File: src/rtl/transaccion_atm.sv
// transaccion_atm: transaction stage of the automatic cashier. Loads the
//   account balance on a correct PIN, waits for one amount strobe, then
//   applies a deposit or a withdrawal and reports the outcome.
// Latency: the amount strobe at edge k gives fin and the outcome pulses after
//   edge k+1, and ESPERA after edge k+2. With no strobe, the session times out
//   TIMEOUT_CICLOS cycles after the pin_valido edge.
// Backpressure: none. The block takes single-cycle pulses. pin_valido and
//   monto_stb are dropped in any state that does not expect them.
//
// Ports:
//   clk                  single clock, rising edge
//   reset                asynchronous, active-high; clears all state and outputs
//   pin_valido           start pulse from the PIN stage; samples balance_inicial
//   balance_inicial      account balance loaded at session start
//   tipo_trans           0 = deposit, 1 = withdrawal; sampled with monto_stb
//   monto_stb            one-cycle amount-valid strobe
//   monto                amount, zero-extended to BALANCE_W
//   ocupado              high in every state except ESPERA
//   balance              current balance register
//   balance_stb          pulse: balance register changed by a transaction
//   entregar_dinero      pulse: dispense cash (withdrawal accepted)
//   fondos_insuficientes pulse: withdrawal rejected
//   error_desborde       pulse: deposit rejected on overflow
//   tiempo_agotado       pulse: session aborted by timeout
//   fin                  pulse: session finished, any outcome
module transaccion_atm #(
  parameter int BALANCE_W      = 64,
  parameter int MONTO_W        = 32,
  parameter int TIMEOUT_CICLOS = 1000
) (
  input  logic                 clk,
  input  logic                 reset,
  input  logic                 pin_valido,
  input  logic [BALANCE_W-1:0] balance_inicial,
  input  logic                 tipo_trans,
  input  logic                 monto_stb,
  input  logic [MONTO_W-1:0]   monto,
  output logic                 ocupado,
  output logic [BALANCE_W-1:0] balance,
  output logic                 balance_stb,
  output logic                 entregar_dinero,
  output logic                 fondos_insuficientes,
  output logic                 error_desborde,
  output logic                 tiempo_agotado,
  output logic                 fin
);

  // The counter only has to reach TIMEOUT_CICLOS-1.
  localparam int CNT_W = (TIMEOUT_CICLOS > 2) ? $clog2(TIMEOUT_CICLOS) : 1;
  localparam logic [CNT_W-1:0] CNT_MAX = CNT_W'(TIMEOUT_CICLOS - 1);

  localparam logic [1:0] ESPERA           = 2'd0;
  localparam logic [1:0] RECIBIENDO_MONTO = 2'd1;
  localparam logic [1:0] PROCESANDO       = 2'd2;
  localparam logic [1:0] RESULTADO        = 2'd3;

  logic [1:0]           estado;
  logic [1:0]           estado_sig;
  logic [CNT_W-1:0]     contador;
  logic [BALANCE_W-1:0] monto_r;
  logic                 tipo_r;

  logic [BALANCE_W-1:0] monto_ext;
  logic [BALANCE_W:0]   suma;
  logic [BALANCE_W-1:0] resta;
  logic                 desborde;
  logic                 sin_fondos;
  logic                 monto_cero;
  logic                 timeout_hit;

  // Zero-extend the amount. This also works when MONTO_W == BALANCE_W.
  always_comb begin
    monto_ext = '0;
    monto_ext[MONTO_W-1:0] = monto;
  end

  // Evaluate the captured request against the current balance.
  // The deposit sum is one bit wider so that the carry marks an overflow.
  always_comb begin
    suma       = {1'b0, balance} + {1'b0, monto_r};
    resta      = balance - monto_r;
    desborde   = suma[BALANCE_W];
    sin_fondos = (monto_r > balance);
    monto_cero = (monto_r == '0);
  end

  // The strobe takes priority over the timeout on the same cycle.
  assign timeout_hit = (estado == RECIBIENDO_MONTO) && !monto_stb &&
                       (contador == CNT_MAX);

  always_comb begin
    estado_sig = estado;
    case (estado)
      ESPERA: begin
        if (pin_valido) estado_sig = RECIBIENDO_MONTO;
      end
      RECIBIENDO_MONTO: begin
        if (monto_stb)        estado_sig = PROCESANDO;
        else if (timeout_hit) estado_sig = RESULTADO;
      end
      PROCESANDO: estado_sig = RESULTADO;
      RESULTADO:  estado_sig = ESPERA;
      default:    estado_sig = ESPERA;
    endcase
  end

  always_ff @(posedge clk or posedge reset) begin
    if (reset) begin
      estado               <= ESPERA;
      contador             <= '0;
      monto_r              <= '0;
      tipo_r               <= 1'b0;
      ocupado              <= 1'b0;
      balance              <= '0;
      balance_stb          <= 1'b0;
      entregar_dinero      <= 1'b0;
      fondos_insuficientes <= 1'b0;
      error_desborde       <= 1'b0;
      tiempo_agotado       <= 1'b0;
      fin                  <= 1'b0;
    end else begin
      estado  <= estado_sig;
      // Registered version of "not in ESPERA", aligned with the state register.
      ocupado <= (estado_sig != ESPERA);

      // By default every pulse lasts one cycle.
      balance_stb          <= 1'b0;
      entregar_dinero      <= 1'b0;
      fondos_insuficientes <= 1'b0;
      error_desborde       <= 1'b0;
      tiempo_agotado       <= 1'b0;
      fin                  <= 1'b0;

      case (estado)
        ESPERA: begin
          if (pin_valido) begin
            balance  <= balance_inicial;
            contador <= '0;
          end
        end

        RECIBIENDO_MONTO: begin
          if (monto_stb) begin
            monto_r <= monto_ext;
            tipo_r  <= tipo_trans;
          end else if (timeout_hit) begin
            tiempo_agotado <= 1'b1;
            fin            <= 1'b1;
          end else begin
            contador <= contador + CNT_W'(1);
          end
        end

        PROCESANDO: begin
          fin <= 1'b1;
          if (!tipo_r) begin
            // Deposit. A zero amount leaves the balance as it is and sends no strobe.
            if (desborde) begin
              error_desborde <= 1'b1;
            end else if (!monto_cero) begin
              balance     <= suma[BALANCE_W-1:0];
              balance_stb <= 1'b1;
            end
          end else begin
            // Withdrawal. A zero amount is accepted but dispenses nothing.
            if (sin_fondos) begin
              fondos_insuficientes <= 1'b1;
            end else if (!monto_cero) begin
              balance         <= resta;
              balance_stb     <= 1'b1;
              entregar_dinero <= 1'b1;
            end
          end
        end

        RESULTADO: begin
          // The pulses clear through the defaults. The balance holds until the next session.
        end

        default: begin
        end
      endcase
    end
  end

endmodule

File: config.mk
export PLATFORM = sky130hd
export DESIGN_NAME = transaccion_atm
export DESIGN_NICKNAME = d
export VERILOG_FILES = /design/src/rtl/transaccion_atm.sv
export SDC_FILE = /design/constraint.sdc
export NUM_CORES = 1
export LEC_CHECK = 0
export CAP_MARGIN = 20
export CORE_MARGIN = 4
export CORE_UTILIZATION = 48
export CTS_BUF_LIST = sky130_fd_sc_hd__clkbuf_8
export CTS_CLUSTER_DIAMETER = 40
export CTS_CLUSTER_SIZE = 14
export DETAILED_ROUTE_END_ITERATION = 10
export PLACE_DENSITY = 0.76
export SETUP_SLACK_MARGIN = 0.3
export SLEW_MARGIN = 5
export SYNTH_ARGS = -nofsm -noshare
export SYNTH_HDL_FRONTEND = slang
export SYNTH_SLANG_ARGS = --single-unit
File: constraint.sdc
create_clock -name clk -period 9.8 [get_ports clk]
set_clock_uncertainty 0.2 [all_clocks]
set_input_delay 1.47 -clock clk [delete_from_list [all_inputs] [get_ports clk]]
set_output_delay 1.47 -clock clk [all_outputs]
set_load 0.01 [all_outputs]
=== After elaboration in Yosys (flattened, before gate mapping) ===
Index checks and enable logic that the tools add are counted.

* Register bits: 116
* Latch bits: 0
* Bits in writable memories: 0
* ROM bits: 0
* Input bits: 101
* Output and inout bits: 71
* Memories: 0

* Add/sub/neg operators: 3
* Multiply operators: 0
* Divide/modulo/power cells: 0
* Order comparisons: 1
* Eq/ne operators: 10
* Shift operators: 0
* Multiplexer cells: 32
* Bitwise logic cells: 0
* Reduce and logical (&&, ||, !) cells: 11

{| class="wikitable"
|+ Operators with widths
! cell !! number
|-
| 2-to-1 mux 64 bit || 6
|-
| case mux 64 bit (2 select lines) || 1
|-
| adder 64 x 32 -> 65 bit || 1
|-
| greater-than comparator 32 x 64 -> 1 bit || 1
|-
| logical NOT 64 bit || 1
|-
| subtractor 64 x 32 -> 64 bit || 1
|-
| 2-to-1 mux 10 bit || 3
|-
| case mux 10 bit (2 select lines) || 1
|-
| 2-to-1 mux 1 bit || 16
|-
| adder 10 x 1 -> 10 bit, second input constant || 1
|-
| == test 10 bit, second input constant || 1
|-
| != test 2 bit, second input constant || 4
|-
| case mux 2 bit (4 select lines) || 1
|-
| 2-to-1 mux 2 bit || 3
|-
| != test 3 bit, second input constant || 2
|-
| nonzero test 2 bit || 3
|-
| AND reduction 5 bit || 1
|-
| == test 2 bit, second input constant || 2
|-
| AND reduction 4 bit || 1
|-
| == test 2 x 1 -> 1 bit, second input constant || 1
|-
| logical AND 1 bit || 2
|-
| logical NOT 2 bit || 1
|-
| case mux 1 bit (2 select lines) || 1
|-
| AND reduction 2 bit || 1
|-
| logical NOT 1 bit || 1
|}

=== Longest topological paths before layout ===
* Depth in word-level cells: 7
* Depth in mapped cells: 16
* Gate-level depth less buffers: 14

=== Least setup slack after synthesis ===
No wires, ideal clock.

* Kind: register -> register
* Start: register balance[0]
* End: register balance[32]
* Library setup time: 137 ps
* Arrival time: 3,053 ps
* Data required time: 9,463 ps
* Path slack: 6,410 ps
* Cell stages (with the launch flop): 17
* Buffers on the path: 2
* Clock period less this slack: 3,390 ps
* Cell sequence: dfrtp_1 -> inv_1 -> ha_1 -> inv_1 -> fa_1 -> a21o_1 -> a311oi_2 -> a2bb2oi_2 -> a21oi_1 -> o31ai_2 -> a31oi_1 -> o21ai_2 -> a21o_4 -> buf_6 -> buf_6 -> a21oi_1 -> a2bb2oi_1

* Longest elaborated chain between the ends: 5
* Elaborated cells on any way between the ends: 12

{| class="wikitable"
|+ RTL lines
! item !! RTL line !! RTL
|-
| start, declared || 39 || <nowiki>output logic [BALANCE_W-1:0] balance,</nowiki>
|-
| start signal, assigned || 137 || <nowiki>balance <= balance_inicial;</nowiki>
|-
| start signal, assigned || 161 || <nowiki>balance <= suma[BALANCE_W-1:0];</nowiki>
|-
| start signal, assigned || 169 || <nowiki>balance <= resta;</nowiki>
|-
| adder 64 x 32 -> 65 bit or subtractor 64 x 32 -> 64 bit (tied branches) || 80, 81 ||
|-
| 2-to-1 mux 64 bit, on equally long branches || 160, 168 ||
|-
| 2-to-1 mux 64 bit, on equally long branches || 158, 166 ||
|-
| 2-to-1 mux 64 bit || 156 || <nowiki>if (!tipo_r) begin</nowiki>
|-
| case mux 64 bit (2 select lines) || 134 || <nowiki>case (estado)</nowiki>
|}

Several ways; a longest one is shown, not always the timed one. The select of a mux whose other input is x is not followed.
A chain may end at the register's enable or synchronous reset.

=== Worst setup path after layout ===
* Start: register balance[0]
* End: register balance[45]

The elaborated chain is that of the path after synthesis.

==> flow_summary.ini <==
[sta]
worstMarginPinSlew_ps = 982
slew_headroom_pct = 34.2
rsz0062_at_grt = no
min_period_ps = 4160
setup_viol = 0
fmax_mhz = 240
period_share_pct = 42.5
final_max_slew_viol_count = 0
hold_viol = 0
fin_tns_setup_ps = 0

[synth]
synth_seq_cells = 116
syn-cell-area_um2 = 10600
synth_largest_area_cell = dfrtp_1
synth-edff-count = 0
syn_area_per_cell_um2 = 7.98
syn_nets = 1502
synth_top_cell_area_share_pct = 27.3
yosys-top-cells-area = dfrtp_1, ha_1, a21oi_1
netlist_instances = 1331
async_reset_ff_share_pct = 100
ys_warn_count = 0
ys_types = 91
synth_common_cells = nand2_1, dfrtp_1, a21oi_1
synth.most_common_cell = nand2_1
synth-seq-area-share_pct = 27.3
ys.flop_type = dfrtp_1

[die]
placementRows = 54
start_util_pct = 48.7
dieArea_um2 = 24600
die_w_um = 157
dieHeight_um = 157
io_pins = 172
core_um2 = 21800

[global_routing]
grt_usage_pct = 29.2
antenna_found_initial = 0
overflow = 0
grt_pass1_wl_um = 57400
grt_pass1_vias = 10497
grt_max_degree = 99

[placed_design]
postPlaceCellArea_um2 = 12400
place_hpwl_um = 27600
place.gp.congestion = 1.02
port_buffers = 171

[routing]
drt_pass1_iterations = 8
vias = 10815
via_per_inst = 6.22
routed_wl_um = 36500
drc = 0
detail_route.iter0.violations = 977
wl_per_cell_um = 21.0
detail-route-antenna-nets = 0

[pwr]
p_leak_nw = 5.14
ir_drop_v = 0.000174
powerDensity_nw_per_um2 = 410
finalPower_mw = 5.23

[cells_and_area]
nets = 1618
fill_cells = 2046
antennaDiodeCount = 0
drive_gt1_share_pct = 7.74
multi_input_area_um2 = 7100
design_area_um2 = 12800
area.growth.synth_to_final_pct = 20.3
seq_area_um2 = 2900

[worst_setup_path]
worstSetupPathDepth = 14
critical_path_required_ps = 9930
crit_path_end_kind = flip-flop
crit_path_start_kind = flip-flop
worst-path-buf-inv = 2
r2r_cells = 14
r2r_start = balance[0]
worst_path_max_delay_cell = a21o_4
r2r_slack_ps = 5640
startpoint = balance[0]
critical_path_class = reg -> reg
crit_fanout = 86
cp_top_family = compound AO/OA/AOI/OAI gates
r2r-end = balance[45]
crit_chain = inv_1 > ha_1 > inv_1 > fa_1 > a21o_1 > a311oi_2 > a2bb2oi_2 > a21oi_1 > o31ai_2 > a31oi_1 > o21ai_2 > a21o_4 > a21oi_1 > a2bb2oi_1
cpPeakStageDelay_ps = 730
worstPathArrival_ps = 4290
cp-endpoint = balance[45]

[clock_tree]
clk_path_buf_depth = 2
htreeDepth = 4
root_buffer = clkbuf_8
numCtsBuffers = 17
path_clk_slew_ps = 100
tritoncts = yes
cts_hold_buf = 0
clock_latency_ps = 480
post_cts_buffers = 0
cts_resized = 0
cts.sinks = 116

[run_status]
status = completed

[hold_path]
hold_class = reg -> reg

[job]
cap_violations = 0
[per-stage QoR]
step                hold WS, ps  utilization (%)  setup slack [ps]  std cells
floorplan                   276                -              5060       1331
global placement            289             56.7              5740       1707
detailed placement          310             56.7              5620       1707
CTS                         334             58.5              5600       1739
global route                367             58.5              5260       1740
finish                      326             58.5              5640       1740
[registers in the layout, indices dropped and copies added (netlist names)]
register,flops
balance,64
balance_stb,1
contador,10
entregar_dinero,1
error_desborde,1
estado,2
fin,1
fondos_insuficientes,1
monto_r,32
ocupado,1
tiempo_agotado,1
tipo_r,1
[tightest hold or removal path: cells and delay by family, from the launching register on]
| family | cells | cell delay [ps] |
|---|---|---|
| flops | 1 | 380 |
| simple gates | 1 | 50 |
| compound gates | 1 | 60 |
[logic make-up (layout without fill, tap and decap cells)]
group	after synthesis	in the layout	synth area share, %
AOI/OAI and AO/OA	431	431	27.9
buffers and inverters	149	278	5.89
DFF	116	116	27.3
xor gates and xnor gates	32	32	2.64
adders and majority gates	70	70	8.39
and+or+nand+nor	476	476	22.0
muxes	57	57	5.79
[final cells by class]
type | instances | share of cell area, %
sequential | 116 | 22.7
clock buffer | 17 | 1.83
inverter | 68 | 2.02
clock inverter | 15 | 1.23
timing repair buffer | 178 | 13.8
tap | 280 | 2.74
multi-input combinational | 1066 | 55.6
[where the power goes]
| part | internal [mW] | total [mW] | switching, mW |
|---|---|---|---|
| sequential | 0.695 | 1.04 | 0.346 |
| clock | 0.191 | 0.456 | 0.265 |
| combinational | 1.49 | 3.74 | 2.25 |
| total | 2.37 | 5.23 | 2.86 |
[layer usage]
metal  track usage [%]  part of all wire, %
met5                 0                    0
met4              7.98                  2.5
met3              6.39                  7.5
met2              47.3                   46
met1              39.7                   44
[worst min-delay path by stage]
stage	to	depth (start not counted)	slack (ps)	from
final	contador[1]	2	330	contador[1]
after CTS	contador[1]	2	330	contador[1]
after global routing	balance[4]	2	370	balance[4]
after floorplan	contador[1]	2	280	contador[1]
after global placement	contador[1]	2	290	contador[1]
after detailed placement	contador[1]	2	310	contador[1]
[placed cells by master (no fill, tap or decap), types with 17 or more instances in the layout]
master,instances
a2bb2oi_1,24
o21ai_0,75
clkbuf_8,17
a21o_1,21
mux2i_1,22
nand4_1,22
o31ai_1,17
inv_1,65
mux2_2,35
a21oi_1,115
dfrtp_1,115
clkdlybuf4s50_1,171
nor4_1,29
o22ai_1,24
nor2_1,97
nand2_1,149
nand3_1,35
nor3_1,41
ha_1,67
xnor2_1,27
(Power assumes the default switching activity.)
